<file path="config.mk">
export PLATFORM = sky130hd
export DESIGN_NAME = route_sequencer
export DESIGN_NICKNAME = d
export VERILOG_FILES = /design/src/rtl/route_pkg.sv /design/src/rtl/line_sensor_filter.sv /design/src/rtl/route_sequencer.sv
export SDC_FILE = /design/constraint.sdc
export NUM_CORES = 1
export LEC_CHECK = 0
export CAP_MARGIN = 5
export CORE_ASPECT_RATIO = 1.75
export CORE_MARGIN = 5
export CORE_UTILIZATION = 50
export CTS_CLUSTER_SIZE = 40
export DETAILED_ROUTE_END_ITERATION = 7
export GPL_ROUTABILITY_DRIVEN = 0
export PLACE_DENSITY = 0.75
export SLEW_MARGIN = 0
export SYNTH_ARGS = -nofsm -noshare
export SYNTH_HDL_FRONTEND = slang
export SYNTH_HIERARCHICAL = 1
export SYNTH_SLANG_ARGS = --single-unit
export TNS_END_PERCENT = 20
</file>
<file path="constraint.sdc">
create_clock -name clk -period 4.3 [get_ports clk]
set_input_delay 0.86 -clock clk [delete_from_list [all_inputs] [get_ports clk]]
set_output_delay 0.86 -clock clk [all_outputs]
set_load 0.01 [all_outputs]
</file>
<file path="src/rtl/route_pkg.sv">
// Shared types for the route sequencer and the direction controller it drives.
package route_pkg;

  // Command codes understood by directioncontrol.
  typedef enum logic [2:0] {
    ACT_FOLLOW = 3'b000,
    ACT_LEFT   = 3'b001,
    ACT_RIGHT  = 3'b010,
    ACT_IDLE   = 3'b011,
    ACT_BACK   = 3'b100
  } action_t;

  // Per-crossing instruction stored in the route RAM.
  typedef enum logic [1:0] {
    STEP_STRAIGHT = 2'b00,
    STEP_LEFT     = 2'b01,
    STEP_RIGHT    = 2'b10,
    STEP_STOP     = 2'b11
  } step_t;

  typedef enum logic [2:0] {
    ST_IDLE,
    ST_FOLLOW,
    ST_PASS,
    ST_TURN_OUT,
    ST_TURN_IN,
    ST_BACKUP,
    ST_DONE,
    ST_FAULT
  } state_t;

  // Action presented to directioncontrol while in a given state.
  function automatic action_t state_action(input state_t s, input logic turn_right);
    case (s)
      ST_FOLLOW, ST_PASS:      return ACT_FOLLOW;
      ST_TURN_OUT, ST_TURN_IN: return turn_right ? ACT_RIGHT : ACT_LEFT;
      ST_BACKUP:               return ACT_BACK;
      default:                 return ACT_IDLE;
    endcase
  endfunction

  function automatic logic state_busy(input state_t s);
    return (s == ST_FOLLOW) || (s == ST_PASS) || (s == ST_TURN_OUT) ||
           (s == ST_TURN_IN) || (s == ST_BACKUP);
  endfunction

endpackage

</file>
<file path="src/rtl/line_sensor_filter.sv">
// Two-flop synchronizer for the raw line sensors plus crossing (111) and
// line-loss (000) debounce. Sync bit order is {l, m, r}.
module line_sensor_filter #(
  parameter int DEBOUNCE_CYC = 4
) (
  input  logic       clk,
  input  logic       reset,
  input  logic       sensor_l,
  input  logic       sensor_m,
  input  logic       sensor_r,
  output logic [2:0] sync,
  output logic       cross_ok,
  output logic       lost_ok
);
  localparam int CW = $clog2(DEBOUNCE_CYC + 1);
  localparam logic [CW-1:0] DEB_MAX = CW'(DEBOUNCE_CYC);

  logic [1:0][2:0] sync_pipe;
  logic [CW-1:0]   cross_cnt;
  logic [CW-1:0]   lost_cnt;

  assign sync     = sync_pipe[1];
  assign cross_ok = (cross_cnt == DEB_MAX);
  assign lost_ok  = (lost_cnt == DEB_MAX);

  // Metastability guard: raw sensors shift through two flops.
  always_ff @(posedge clk) begin
    if (reset) sync_pipe <= '0;
    else       sync_pipe <= {sync_pipe[0], {sensor_l, sensor_m, sensor_r}};
  end

  // Saturating run-length counters; any other pattern breaks both runs.
  always_ff @(posedge clk) begin
    if (reset) begin
      cross_cnt <= '0;
      lost_cnt  <= '0;
    end else begin
      case (sync)
        3'b111: begin
          cross_cnt <= (cross_cnt == DEB_MAX) ? cross_cnt : cross_cnt + 1'b1;
          lost_cnt  <= '0;
        end
        3'b000: begin
          lost_cnt  <= (lost_cnt == DEB_MAX) ? lost_cnt : lost_cnt + 1'b1;
          cross_cnt <= '0;
        end
        default: begin
          cross_cnt <= '0;
          lost_cnt  <= '0;
        end
      endcase
    end
  end

endmodule

</file>
<file path="src/rtl/route_sequencer.sv">
// Mission controller: follows the line, executes one programmed step per
// crossing, backs up on line loss and reports done/fault. Outputs are
// registered from the next state so they move on the same edge as the state.
module route_sequencer
  import route_pkg::*;
#(
  parameter int ROUTE_DEPTH      = 16,
  parameter int DEBOUNCE_CYC     = 4,
  parameter int TURN_MIN_CYC     = 1000,
  parameter int TURN_TIMEOUT_CYC = 200000,
  localparam int AW = $clog2(ROUTE_DEPTH)
) (
  input  logic          clk,
  input  logic          reset,
  input  logic          sensor_l,
  input  logic          sensor_m,
  input  logic          sensor_r,
  input  logic          start,
  input  logic          abort,
  input  logic [AW:0]   route_len,
  input  logic          route_wr_en,
  input  logic [AW-1:0] route_wr_addr,
  input  logic [1:0]    route_wr_data,
  output logic [2:0]    input_action,
  output logic [AW:0]   step_idx,
  output logic          busy,
  output logic          done,
  output logic          fault
);
  localparam int TW = $clog2(TURN_TIMEOUT_CYC + 1);
  localparam logic [TW-1:0] T_MIN = TW'(TURN_MIN_CYC);
  localparam logic [TW-1:0] T_TMO = TW'(TURN_TIMEOUT_CYC - 1);

  logic [2:0]    sync;
  logic          cross_ok, lost_ok;
  logic [1:0]    route_ram [ROUTE_DEPTH];
  step_t         cur_step;
  state_t        state, nxt_state;
  logic          turn_right, nxt_right;
  logic [AW:0]   nxt_step, step_inc;
  logic [TW-1:0] timer;
  logic          tmo, timed_entry;

  line_sensor_filter #(.DEBOUNCE_CYC(DEBOUNCE_CYC)) u_filter (
    .clk      (clk),
    .reset    (reset),
    .sensor_l (sensor_l),
    .sensor_m (sensor_m),
    .sensor_r (sensor_r),
    .sync     (sync),
    .cross_ok (cross_ok),
    .lost_ok  (lost_ok)
  );

  // Route RAM: not reset so a program survives reset; frozen while running.
  always_ff @(posedge clk) begin
    if (route_wr_en && !busy) route_ram[route_wr_addr] <= route_wr_data;
  end

  assign cur_step = step_t'(route_ram[step_idx[AW-1:0]]);
  assign step_inc = (step_idx < route_len) ? step_idx + 1'b1 : step_idx;
  assign tmo      = (timer == T_TMO);

  // Next-state decode; abort outranks timeout, which outranks sensor events.
  always_comb begin
    nxt_state = state;
    nxt_step  = step_idx;
    nxt_right = turn_right;
    if (abort) begin
      nxt_state = ST_IDLE;
      nxt_step  = '0;
    end else begin
      case (state)
        ST_IDLE, ST_DONE, ST_FAULT: begin
          if (start) begin
            nxt_state = (route_len != '0) ? ST_FOLLOW : ST_DONE;
            nxt_step  = '0;
          end
        end
        ST_FOLLOW: begin
          if (cross_ok) begin
            if (step_idx >= route_len) nxt_state = ST_DONE;
            else begin
              case (cur_step)
                STEP_STRAIGHT: nxt_state = ST_PASS;
                STEP_LEFT:  begin nxt_state = ST_TURN_OUT; nxt_right = 1'b0; end
                STEP_RIGHT: begin nxt_state = ST_TURN_OUT; nxt_right = 1'b1; end
                default:       nxt_state = ST_DONE;
              endcase
            end
          end else if (lost_ok) begin
            nxt_state = ST_BACKUP;
          end
        end
        ST_PASS: begin
          if (sync != 3'b111) begin
            nxt_state = ST_FOLLOW;
            nxt_step  = step_inc;
          end
        end
        ST_TURN_OUT: begin
          if (tmo)          nxt_state = ST_FAULT;
          else if (!sync[1]) nxt_state = ST_TURN_IN;
        end
        ST_TURN_IN: begin
          if (tmo) nxt_state = ST_FAULT;
          else if (sync[1] && timer >= T_MIN) begin
            nxt_state = ST_FOLLOW;
            nxt_step  = step_inc;
          end
        end
        ST_BACKUP: begin
          if (tmo)        nxt_state = ST_FAULT;
          else if (|sync) nxt_state = ST_FOLLOW;
        end
        default: nxt_state = ST_IDLE;
      endcase
    end
  end

  // A turn (TURN_OUT+TURN_IN) or a backup starts a fresh timer on entry.
  assign timed_entry = (nxt_state == ST_TURN_OUT && state != ST_TURN_OUT) ||
                       (nxt_state == ST_BACKUP && state != ST_BACKUP);

  // Shared turn/backup timer; idle at zero outside timed states.
  always_ff @(posedge clk) begin
    if (reset) timer <= '0;
    else if (timed_entry || !(nxt_state inside {ST_TURN_OUT, ST_TURN_IN, ST_BACKUP}))
      timer <= '0;
    else
      timer <= timer + 1'b1;
  end

  // FSM state and registered outputs decoded from the next state.
  always_ff @(posedge clk) begin
    if (reset) begin
      state        <= ST_IDLE;
      turn_right   <= 1'b0;
      step_idx     <= '0;
      input_action <= ACT_IDLE;
      busy         <= 1'b0;
      done         <= 1'b0;
      fault        <= 1'b0;
    end else begin
      state        <= nxt_state;
      turn_right   <= nxt_right;
      step_idx     <= nxt_step;
      input_action <= state_action(nxt_state, nxt_right);
      busy         <= state_busy(nxt_state);
      done         <= (nxt_state == ST_DONE);
      fault        <= (nxt_state == ST_FAULT);
    end
  end

endmodule

</file>
Word-level counts from Yosys, hierarchy flattened
Memory sizes are Yosys's and may differ from the RTL's. A register that Yosys moved wholly into a read port is not among the register bits.
Cells that the tools add are included.

storage, ports and cells
  memories kept = 1
  register bits after elaboration = 45
  logic and storage cells = 109
  bits in writable memories = 32

operators by class
  eq/ne operators = 27
  bitwise logic cells = 2
  reduce and logical (&&, ||, !) cells = 28
  $add $sub $neg = 4
  magnitude comparators = 3
  muxes and demuxes = 32

memories
  name       words  width  rd ports  clocked after memory_dff  wr ports  line                   source
  route_ram  16     2      1         1                         1         route_sequencer.sv:36  logic [1:0] route_ram [ROUTE_DEPTH];

operators with widths
  kind                                                                 number
  two-way mux 3 bit                                                    13
  == test 3 bit, second input constant                                 11
  two-way mux 5 bit                                                    5
  adder 18 x 1 -> 18 bit, second input constant                        1
  == test 18 bit, second input constant                                1
  greater-or-equal comparator 18 x 10 -> 1 bit, second input constant  1
  one-hot mux 3 bit (6 select lines)                                   1
  one-hot mux 5 bit (3 select lines)                                   1
  OR reduction 2 bit                                                   7
  == test 3 x 2 -> 1 bit, second input constant                        4
  one-hot mux 3 bit (3 select lines)                                   1
  two-way mux 4 bit                                                    2
  != test 2 bit, second input constant                                 4
  adder 3 x 1 -> 3 bit, second input constant                          2
  == test 3 x 1 -> 1 bit, second input constant                        2
  logical NOT 3 bit                                                    2
  logical OR 1 bit                                                     6
  two-way mux 1 bit                                                    6
  != test 3 bit, second input constant                                 2
  one-hot mux 3 bit (2 select lines)                                   1
  nonzero test 3 bit                                                   2
  OR reduction 3 bit                                                   2
  adder 5 x 1 -> 5 bit, second input constant                          1
  greater-or-equal comparator 5 bit                                    1
  12 further kinds                                                     17

Longest topological paths before layout
  depth after elaboration = 12
  depth in mapped cells = 12
  gate-level depth less buffers = 10

Modules after synthesis
Netlist, hierarchy kept.

modules (own cells, without submodules)
  module              area an instance (um^2)  cells each  instances
  route_sequencer     3295.7                   304         1
  line_sensor_filter  513.0                    51          1

Worst setup path before layout
OpenSTA, ideal clock, no wires.

  kind = reg2reg
  start = reg with a tool-made name
  end = reg timer[14]
  setup time = 0.132 ns
  path slack = 1.176 ns
  period minus slack after synthesis = 3.124 ns
  stages on the path, launching flop included = 13
  buffers on the path = 2
  arrival = 2.992 ns
  required time = 4.168 ns
  path through = dfxtp_1 > clkbuf_1 > mux4_2 > mux4_2 > inv_1 > ha_1 > nor2_1 > nand4_1 > a21oi_1 > o21ai_1 > a21oi_4 > buf_6 > nor3_1

RTL lines
  item                    line                    source
  end signal: assignment  route_sequencer.sv:131  timer <= timer + 1'b1;
  end: declaration        route_sequencer.sv:41   logic [TW-1:0] timer;

==> results_dict.tcl <==
set metrics [dict create \
    crit_family "multiplexers" \
    grt_use_total 0.172 \
    rsz0062_at_grt "false" \
    min_delay_path_depth 1 \
    synth_seq_area_share 0.510 \
    min-delay-start "u_filter/sync_pipe[0]" \
    cts_resized 0 \
    cts_sinks 81 \
    syn_to_final_growth_pct 16.0 \
    cp-end-kind "flip-flop" \
    syn_inst 355 \
    drt-pass1-iter-count 4 \
    status "completed" \
    maxCapViolations 0 \
    synth.distinct_cells 56 \
    hold_buffers 0 \
    cp_common_cell "mux4_2" \
    synth_top_cell_by_area "dfxtp_1" \
    required_ps 4500 \
    fin_crit_sh 0.782 \
    worst_pin_slew_ps 549 \
    crit_slowest_cell "dfxtp_1" \
    yosysWarnings 6 \
    holdPathEnd "u_filter/sync[0]" \
    min-delay-path-class "flip-flop to flip-flop" \
    start_util 0.507 \
    use_met3 0.0388 \
    syn-cell-area_sq_mm 0.00381 \
    grt.met1_usage 0.166 \
    period_minus_slack_ps 3360 \
    num_io_pins 30 \
    grt_pass1_vias 2815 \
    ys_ff_latch 81 \
    slowest_delay_ps 660 \
    maxSlewViolCount 0 \
    p_leak_nw 1.49 \
    clk_pin_slew_ps 60 \
    post_cts_buffers 0 \
    cp_max_fo 18 \
    grt_first_pass_wirelength_um 13100 \
    p_per_area_mw_per_mm2 381 \
    yosysTopAreaCellShare 0.258 \
    crit_buf_inv 0 \
    final_util 0.588 \
    diodes 0 \
    final_hold_viol_count 0 \
    reg2reg_slack_ps 940 \
    synth_edf_count 32 \
    cts_tree "yes" \
    peakVddDrop_mv 0.328 \
    cts_buffers 9 \
    die_x_um 76.0 \
    wl_per_cell_um 16.2 \
    setup-violations-final 0 \
    cts-root-buf "clkbuf_16" \
    drive_gt1_frac 0.103 \
    top_usage_layer "met2" \
    ant_nets 0 \
    clock-skew-final_ps 10.7 \
    cts_max_level 3 \
    cp-start-kind "flip-flop" \
    timing.fmax_mhz 298 \
    wirelength_um 7710 \
    core_sq_mm 0.00751 \
    cp.arrival_ps 3570 \
    grt_overflow 0 \
    dieArea_sq_mm 0.00953 \
    synth_async_sr_flop_share 0 \
    relSlewSlack 0.634 \
    worstSetupPathType "flip-flop to flip-flop" \
    drc 0 \
    dp_hpwl_um 5840 \
    synthTopCellsByArea "dfxtp_1, edfxtp_1, mux4_2, ha_1, nor3_1" \
    clk_latency_ps 340 \
    syn_avg_cell_area_sq_um 10.7 \
    drt_iter0_markers 152 \
    multi_input_area_sq_mm 0.00172 \
    antenna_found_initial 0 \
    viasPerCell 5.69 \
    clock_path_buffers 2 \
    die_y_um 125 \
    port_buffers 29 \
    synth_nets 388 \
    gr-usage-met2 0.328 \
    grt_max_degree 28 \
    seq_area_sq_mm 0.00194 \
    fin_tns_setup_ps 0 \
    rows 42 \
    fill_cells 650 \
    ff2ff_path_depth 9 \
    worstPathCellList "mux4_2 > mux4_2 > ha_1 > nor2_1 > nand4_1 > a21oi_1 > o21ai_1 > a21oi_4 > nor3_1" \
    reg2reg_to "timer[4]" \
    nets 417 \
    synthFlopType "dfxtp_1" \
    vias 2715 \
]
==> worst max path at each step <==
stage                end  slack [ps]  depth (start not counted)
6_report        timer[4]         940                          9
5_1_grt         timer[5]         590                         10
4_1_cts         timer[3]         890                         10
3_5_place_dp    timer[3]         900                         10
3_3_place_gp   timer[14]         950                         10
2_1_floorplan  timer[14]        1180                         12
==> Yosys cell counts, types with 2 or more instances <==
master    number
mux4_2        10
edfxtp_1      32
a31oi_1        2
a211oi_2       2
nand2_1       15
a21bo_2        3
o21ai_1        4
nor4_1         3
or3_1          3
nand4b_1       3
mux2i_1        2
and3_1         3
a21oi_1       13
a21o_1         5
and2_1         3
buf_4          3
nor2b_1        9
nand2b_1       3
clkbuf_1       4
nand4_1        5
nor3b_1        2
dfxtp_1       49
nor2_1        37
nand3_1       17
nor3_1        31
and3b_1        2
xnor2_1       12
ha_1          14
inv_1         20
o21ai_0        7
xor2_1         8
buf_2          3
nor4b_2        2
nor3_2         2
==> final cells by class <==
cell class | instances | share of cell area
timing repair buffer | 30 | 0.0674
clock inverter | 3 | 0.00396
clock buffer | 13 | 0.0569
tap | 88 | 0.0249
inverter | 21 | 0.0178
multi-input combinational | 241 | 0.389
sequential | 81 | 0.440
==> through the flow <==
stage                     setup WS (ps)  total power [mW]  std cells  hold WS, ps  area (sq um)
after floorplan                    1180             0.945        355          414          3810
after global placement              954              1.00        461          426          4150
after detailed placement            896              1.01        461          434          4150
after CTS                           894              1.70        477          448          4420
after global routing                593              1.75        477          459          4420
final                               939              1.68        477          440          4420
==> registers in the layout, summed over array words and instances (netlist names), 3 cells and up, named ones only <==
name and flops:
input_action 3, route_ram 32, state 3, step_idx 5
timer 18, u_filter/cross_cnt 3, u_filter/lost_cnt 3, u_filter/sync 3
u_filter/sync_pipe 3
==> power by group <==
part | leakage, nW | switching [mW] | internal (mW)
registers | 0.686 | 0.0192 | 0.816
clock network | 0.133 | 0.286 | 0.407
logic | 0.673 | 0.0818 | 0.0746
==> cells by family after synthesis <==
logic type | share of synthesized area
multiplexers | 0.0673
buffers and inverters | 0.0384
adder cells (fa/ha/maj) | 0.0460
XOR/XNOR | 0.0460
flip-flops | 0.510
AND/OR/NAND/NOR | 0.204
AO/OA/AOI/OAI | 0.0880
==> placed cells by master, fill, tap and decap left out, types with 3 or more instances in the layout <==
cell / n
nand4b_1: 3
nand4_1: 5
mux4_2: 10
nor2b_1: 9
nor3_1: 31
a21oi_1: 13
and2_1: 3
a21o_1: 5
inv_1: 20
a21bo_2: 3
dfxtp_1: 49
and3_1: 3
xor2_1: 8
xnor2_1: 12
nor2_1: 37
ha_1: 14
nand2_1: 15
nand2b_1: 3
o21ai_0: 7
edfxtp_1: 32
nor4_1: 3
clkbuf_16: 9
nand3_1: 17
or3_1: 3
clkdlybuf4s50_1: 29
o21ai_1: 4
==> per-layer routing <==
metal,vias to the layer above,share of wire
li1,1344,-
met1,1289,0.34
met2,64,0.59
met3,18,0.039
met4,0,0.029
met5,-,0
Power figures use the tool's default switching activity.
